## config.mk

```make
export PLATFORM = sky130hd
export DESIGN_NAME = fetch_unit
export DESIGN_NICKNAME = d
export VERILOG_FILES = /design/src/rtl/fetch_unit.sv
export SDC_FILE = /design/constraint.sdc
export NUM_CORES = 1
export LEC_CHECK = 0
export ABC_CLOCK_PERIOD_IN_PS = 3500
export CAP_MARGIN = 20
export CORE_MARGIN = 2
export CORE_UTILIZATION = 64
export CTS_CLUSTER_DIAMETER = 60
export DETAILED_ROUTE_END_ITERATION = 10
export DONT_BUFFER_PORTS = 1
export GPL_TIMING_DRIVEN = 1
export PLACE_DENSITY_LB_ADDON = 0.08
export SKIP_CTS_REPAIR_TIMING = 1
export SLEW_MARGIN = 20
export SYNTH_ARGS = -nofsm -noshare
export SYNTH_HDL_FRONTEND = slang
export SYNTH_SLANG_ARGS = --single-unit
```

## constraint.sdc

```tcl
create_clock -name clk -period 3.5 [get_ports clk]
set_input_delay 0 -clock clk [delete_from_list [all_inputs] [get_ports clk]]
set_output_delay 0 -clock clk [all_outputs]
set_load 0.02 [all_outputs]
```

## src/rtl/fetch_unit.sv

```systemverilog
// Instruction fetch stage: owns the PC, issues in-order word fetches to a
// variable-latency instruction memory, buffers returned words in a small FIFO
// and hands them to the decoder over valid/ready. A redirect flushes the buffer,
// restarts fetch at the target and drains stale responses.
// Optional feature macro: FETCH_MISALIGN_CHECK_EN (misaligned redirect -> HALT).
module fetch_unit #(
    parameter logic [31:0] RESET_PC   = 32'h0000_0000,
    parameter int          FIFO_DEPTH = 2
) (
    input  logic        clk,
    input  logic        rst_n,
    output logic        imem_req,
    output logic [31:0] imem_addr,
    input  logic        imem_ready,
    input  logic        imem_rvalid,
    input  logic [31:0] imem_rdata,
    input  logic        redirect_valid,
    input  logic [31:0] redirect_pc,
    output logic        instr_valid,
    input  logic        instr_ready,
    output logic [31:0] instr_out,
    output logic [31:0] instr_pc,
    output logic        fetch_fault
);

    localparam int AW = $clog2(FIFO_DEPTH);
    localparam int CW = AW + 1;

`ifdef FETCH_MISALIGN_CHECK_EN
    typedef enum logic [1:0] {ST_FETCH = 2'd0, ST_FLUSH = 2'd1, ST_HALT = 2'd2} state_t;
`else
    typedef enum logic [1:0] {ST_FETCH = 2'd0, ST_FLUSH = 2'd1} state_t;
`endif

    state_t          state_r;
    state_t          state_nxt_s;
    logic [31:0]     fetch_pc_r;
    logic [31:0]     fetch_pc_nxt_s;
    logic [CW-1:0]   outstanding_r;
    logic [CW-1:0]   outstanding_nxt_s;
    logic [CW-1:0]   count_r;
    logic [CW-1:0]   in_flight_s;
    logic [AW-1:0]   rd_ptr_r;
    logic [AW-1:0]   wr_ptr_r;
    logic [31:0]     pc_mem_r   [FIFO_DEPTH];
    logic [31:0]     word_mem_r [FIFO_DEPTH];
    logic            fault_r;
    logic            fault_nxt_s;
    logic            req_s;
    logic            accept_s;
    logic            rsp_s;
    logic            redirect_s;
    logic            misalign_s;
    logic            push_s;
    logic            pop_s;
    logic            valid_s;
    logic [31:0]     rsp_pc_s;
    logic [31:0]     target_s;

    // Outstanding responses are always the youngest contiguous PCs below
    // fetch_pc, so the oldest one's PC follows from the outstanding count.
    assign in_flight_s = outstanding_r + count_r;
    assign rsp_pc_s    = fetch_pc_r - {{(30-CW){1'b0}}, outstanding_r, 2'b00};
    assign target_s    = redirect_pc & 32'hFFFF_FFFC;

    // Next-state, request gating and buffer control
    always_comb begin
        req_s             = 1'b0;
        accept_s          = 1'b0;
        rsp_s             = 1'b0;
        redirect_s        = 1'b0;
        misalign_s        = 1'b0;
        push_s            = 1'b0;
        pop_s             = 1'b0;
        valid_s           = 1'b0;
        fault_nxt_s       = fault_r;
        state_nxt_s       = state_r;
        fetch_pc_nxt_s    = fetch_pc_r;
        outstanding_nxt_s = outstanding_r;

        case (state_r)
            ST_FETCH: req_s = (in_flight_s < CW'(FIFO_DEPTH));
            default:  req_s = 1'b0;
        endcase

        accept_s = req_s && imem_ready;
        rsp_s    = imem_rvalid && ((outstanding_r != {CW{1'b0}}) || accept_s);
        outstanding_nxt_s = outstanding_r + CW'(accept_s) - CW'(rsp_s);

`ifdef FETCH_MISALIGN_CHECK_EN
        redirect_s = redirect_valid && (state_r != ST_HALT);
        misalign_s = (redirect_pc[1:0] != 2'b00);
        valid_s    = (count_r != {CW{1'b0}}) && (state_r != ST_HALT);
`else
        redirect_s = redirect_valid;
        misalign_s = 1'b0;
        valid_s    = (count_r != {CW{1'b0}});
`endif

        push_s = rsp_s && (state_r == ST_FETCH) && !redirect_s;
        pop_s  = valid_s && instr_ready && !redirect_s;

        if (redirect_s) begin
            fetch_pc_nxt_s = target_s;
        end else if (accept_s) begin
            fetch_pc_nxt_s = fetch_pc_r + 32'd4;
        end else begin
            fetch_pc_nxt_s = fetch_pc_r;
        end

        case (state_r)
            ST_FETCH, ST_FLUSH: begin
                if (redirect_s && misalign_s) begin
`ifdef FETCH_MISALIGN_CHECK_EN
                    state_nxt_s = ST_HALT;
                    fault_nxt_s = 1'b1;
`else
                    state_nxt_s = ST_FETCH;
`endif
                end else if (redirect_s) begin
                    state_nxt_s = (outstanding_nxt_s != {CW{1'b0}}) ? ST_FLUSH : ST_FETCH;
                end else if (state_r == ST_FLUSH) begin
                    state_nxt_s = (outstanding_nxt_s == {CW{1'b0}}) ? ST_FETCH : ST_FLUSH;
                end else begin
                    state_nxt_s = ST_FETCH;
                end
            end
`ifdef FETCH_MISALIGN_CHECK_EN
            ST_HALT: state_nxt_s = ST_HALT;
`endif
            default: state_nxt_s = ST_FETCH;
        endcase
    end

    // Control registers: FSM state, PC, outstanding count, fault flag
    always_ff @(posedge clk or negedge rst_n) begin
        if (!rst_n) begin
            state_r       <= ST_FETCH;
            fetch_pc_r    <= RESET_PC;
            outstanding_r <= {CW{1'b0}};
            fault_r       <= 1'b0;
        end else begin
            state_r       <= state_nxt_s;
            fetch_pc_r    <= fetch_pc_nxt_s;
            outstanding_r <= outstanding_nxt_s;
            fault_r       <= fault_nxt_s;
        end
    end

    // Instruction buffer: storage, pointers and occupancy; redirect empties it
    always_ff @(posedge clk or negedge rst_n) begin
        if (!rst_n) begin
            count_r  <= {CW{1'b0}};
            rd_ptr_r <= {AW{1'b0}};
            wr_ptr_r <= {AW{1'b0}};
            for (int i = 0; i < FIFO_DEPTH; i++) begin
                pc_mem_r[i]   <= 32'h0000_0000;
                word_mem_r[i] <= 32'h0000_0000;
            end
        end else if (redirect_s) begin
            count_r  <= {CW{1'b0}};
            rd_ptr_r <= {AW{1'b0}};
            wr_ptr_r <= {AW{1'b0}};
        end else begin
            if (push_s) begin
                pc_mem_r[wr_ptr_r]   <= rsp_pc_s;
                word_mem_r[wr_ptr_r] <= imem_rdata;
                wr_ptr_r             <= wr_ptr_r + AW'(1'b1);
            end
            if (pop_s) begin
                rd_ptr_r <= rd_ptr_r + AW'(1'b1);
            end
            count_r <= count_r + CW'(push_s) - CW'(pop_s);
        end
    end

    assign imem_req    = req_s;
    assign imem_addr   = fetch_pc_r;
    assign instr_valid = valid_s;
    assign instr_out   = word_mem_r[rd_ptr_r];
    assign instr_pc    = pc_mem_r[rd_ptr_r];
    assign fetch_fault = fault_r;

endmodule

```

After elaboration in Yosys (flattened, before gate mapping):

Cells that the tools add are included.

* register bits: 168
* bits of input ports: 70
* word-level logic and storage cells: 69

* add/subtract/negate cells: 9
* $lt $le $gt $ge: 4
* equal/unequal tests: 1
* mux-type cells: 23
* bitwise operators: 3
* reduce and logical (&&, ||, !) cells: 19

Operator list (number)
* $mux W32: 9
* $bwmux W64: 2
* $add A32 B3 Y32 const B: 1
* $demux W32 S1: 1
* $sub A32 B4 Y32: 1
* $reduce_bool A2 Y1: 6
* $mux W1: 9
* $logic_and A1 B1 Y1: 7
* $add A2 B1 Y2: 2
* $ge A2 B2 Y1 const B: 2
* $logic_not A2 Y1: 2
* $mux W2: 2
* $not A1 Y2: 2
* $sub A2 B1 Y2: 2
* $add A1 B1 Y1 const B: 2
* $add A2 B2 Y2: 1
* $eq A2 B1 Y1 const B: 1
* $lt A2 B1 Y1 const B: 1
* $lt A2 B2 Y1 const B: 1
* $reduce_and A2 Y1: 1
* $reduce_or A2 Y1: 1
* $logic_not A1 Y1: 1
* $logic_or A1 B1 Y1: 1
* $not A1 Y1: 1

Longest topological paths before layout:

* depth in word-level cells: 12
* depth in mapped cells: 12
* mapped depth without buffers: 11

Worst setup path after synthesis:

No wires, ideal clock.

* path type: register to register
* start point: register fetch_pc_r[2], in the netlist imem_addr[2]
* end point: register pc_mem_r[18] (netlist name)
* setup time: 0.083 ns
* arrival time: 2.593 ns
* slack: 0.824 ns
* stages on the path, launching flop included: 10
* path buffers: 0
* period minus slack after synthesis: 2.676 ns
* path through: dfrtp_1 -> inv_1 -> ha_1 -> inv_1 -> fa_1 -> or4_1 -> or2_2 -> or3_1 -> xor2_1 -> o21ai_0

* longest elaborated chain between the ends: 2

Ends and longest elaborated chain
* start: declaration: RTL line 37 `logic [31:0] fetch_pc_r;`
* start signal: assignment: RTL line 144 `fetch_pc_r <= fetch_pc_nxt_s;`
* $sub A32 B4 Y32: RTL line 63 `assign rsp_pc_s = fetch_pc_r - {{(30-CW){1'b0}}, outstanding_r, 2'b00};`
* $bwmux W64: RTL line 166 `pc_mem_r[wr_ptr_r] <= rsp_pc_s;`
* end signal: indexed assignment: RTL line 166
* end: declaration: RTL line 45 `logic [31:0] pc_mem_r [FIFO_DEPTH];`

No other way between the ends.
A chain may end at the register's enable or synchronous reset.

Worst setup path in the final report:

Ends and elaborated chain as after synthesis.

==> metrics <==
commonest non-fill, non-tap cell in the layout=nand2_1; FP Rows=41; maximum root-to-sink buffer count=2; Buffers on Ports=0; total chip power=7.26 mW; Fin. Hold Viols=161; Max Fanout on Critical Path=6; HP Class=input pin to asynchronous set/reset pin; Post-synth ARST share=100%; die area=14,000 um^2; clk_skew=6.48 ps; switching pwr=2.77 mW; fmax=0.339 GHz; core area=12,700 um^2; initial antenna violation count=0; clk slew on worst S/H paths=~60 ps; cell taking the most area after synthesis=dfrtp_1; run status=finished, violations left; H-Tree Level Count=4; chip width=118 um; Post-DRT Antenna Nets=0; Vias/cell=5.89; Yosys reg bits=161; Seq pwr share=42.0%; # IOs=around 170; Synth Cell Area=roughly 8300 um^2; Nets=1,030; Crit. End Element=flip-flop; number of buffers created by CTS=17; crit path kind=flip-flop to flip-flop; dpl hpwl=between 10 and 15 mm; final setup vio count=0; Seq. cell area=4030 um^2; clk sinks=161; post-route clock period utilization=84.3%; P&R area growth vs syn=15.1%; Crit path required time=3850 ps; placed cell count=1,039; CTS tree=done; area of the multi-input gates=3990 um^2; post-route core utilization=75.8%; P_int=4.49 mW; Syn. warnings=0; drt first pass iters=5; Clk network pwr share=24.1%; Least-Margin Pin Slew=roughly 860 ps; setup TNS=0 ps; Worst Setup Start Kind=flip-flop; Fill cells=857; Vias=6,682; worst vdd ir=0.414 mV; Synth top area share=48.3%; synthesized area per cell=just over 9 um^2; Clk Latency, worst-skew pair=between 400 and 500 ps; fin area=9610 um^2; Final WS setup=548 ps; DRC violations left=0; first-pass GRT wire length=between 30 and 40 mm; ranking of synthesized cells by area=dfrtp_1, nand2_1, mux2_2; Starting Density=roughly 66%; Mapped Cells=923; max-cap viol count=0; area of placed instances=8390 um^2; post-synthesis sequential area ratio=between 40% and 50%; DRT iter0 DRCs=roughly 600; power per cell area=755 nW/um^2; global placement routability congestion=approximately 0.85; WL/cell=18.5 um; max-slew violation count=0; Root Driver=clkbuf_16; Place WS=559 ps; RSZ-0062 raised after global routing=false; failing checks=hold timing; Pleak=roughly 4.3 nW; diode count=0; sw frac=a little under two fifths; Unique masters post-synth=48; Post-Route WL=21.0 mm; Non-Filler Instances=1,134; relative slew slack=between 40 and 50%; most frequent cells in the layout=nand2_1, dfrtp_1, o21ai_0; min Tclk post-route=2950 ps; Worst EP arrival=roughly 3300 ps; vias in the first global route=6,197; Post-synth EDFFs=0; WHS=-733 ps; Synth Flop Type=dfrtp_1; total track usage=between 20% and 30%; Die Ht=118 um; largest net degree at the start of global routing=roughly 160; global route total overflow=0; layout cell share with drive strength beyond 1=12.5%; Combinational Power Share=roughly a third
==> power groups by stage <==
| stage | clock network (mW) | registers, mW | logic (mW) |
|---|---|---|---|
| after floorplan | 0 | 2.88 | 2.03 |
| after global placement | 0 | 3.01 | 2.28 |
| after detailed placement | 0 | 3.06 | 2.34 |
| after CTS | 1.77 | 3.03 | 2.37 |
| after global routing | 1.85 | 3.14 | 2.70 |
| final | 1.75 | 3.05 | 2.46 |
==> cell families after synthesis <==
kind of cell,synth area share (%)
AO/OA/AOI/OAI,7.84
XOR/XNOR,6.08
adder cells (fa/ha/maj),1.29
buffers and inverters,4.36
flip-flops,48.3
multiplexers,8.62
other,0.0449
AND/OR/NAND/NOR,23.5
==> routing by layer <==
layer	GRT usage (%)	part of all wire, %
met1	37.7	41
met2	45.8	50
met3	8.93	7.2
met4	8.66	1.2
met5	0	0
==> synthesized netlist by cell type, types with 2 or more instances <==
library cell / n
nand2b_1: 6
or3_4: 2
xor2_1: 17
nand3_1: 25
a2111oi_0: 14
ha_1: 7
o31a_1: 3
buf_1: 6
nor2_1: 27
a21oi_1: 2
buf_2: 6
buf_6: 2
and3_1: 7
o211ai_1: 7
buf_4: 5
o21ai_1: 7
clkbuf_1: 56
nor2b_1: 3
or4_1: 10
o21ai_0: 69
xnor2_1: 41
or3_1: 6
dfrtp_1: 161
and2_1: 5
nand2_1: 297
and4_1: 2
nor4_2: 2
nor4_1: 9
or2_2: 6
nand4_1: 12
mux2_2: 63
nor3_1: 11
o311ai_0: 2
inv_1: 11
==> area by class of cell <==
cell class | count | share of cell area (%)
inverter | 11 | 0.430
multi-input combinational | 680 | 41.5
sequential | 161 | 41.9
tap | 172 | 2.24
clock inverter | 7 | 0.912
timing repair buffer | 81 | 8.23
clock buffer | 22 | 4.73
==> worst paths after layout <==
| check | startpoint | end | slack [ps] | cells past startpoint |
|---|---|---|---|---|
| worst max-delay path | imem_addr[2]$_DFFE_PN0N_ | pc_mem_r[18]$_DFFE_PN0P_ | 550 | 9 |
| worst min-delay path | rst_n | word_mem_r[55]$_DFFE_PN0P_ | -730 | 0 |
| worst max register to register | imem_addr[2]$_DFFE_PN0N_ | pc_mem_r[18]$_DFFE_PN0P_ | 550 | 9 |
| worst min register to register | word_mem_r[29]$_DFFE_PN0P_ | word_mem_r[29]$_DFFE_PN0P_ | 470 | 2 |
| max in group asynchronous | rst_n | imem_addr[6]$_DFFE_PN0N_ | 3940 | 0 |
| min in group clk | imem_rvalid | wr_ptr_r$_DFFE_PN0P_ | 30 | 4 |
==> flip-flops by register name, indices dropped and copies added, names as in the netlist <==
name and count:
wr_ptr_r 1, imem_addr 30, rd_ptr_r 1, count_r 2, word_mem_r 64, state_r 1, pc_mem_r 60, outstanding_r 2
==> critical path: stages, from the launching register on <==
cell     delay [ps]
dfrtp_1         520
inv_1           120
ha_1            170
inv_1            60
fa_1            440
or4_1           550
or2_2           390
or3_1           330
xor2_1          150
o21ai_0         150
Note: power is estimated with default switching activity, not from simulation.
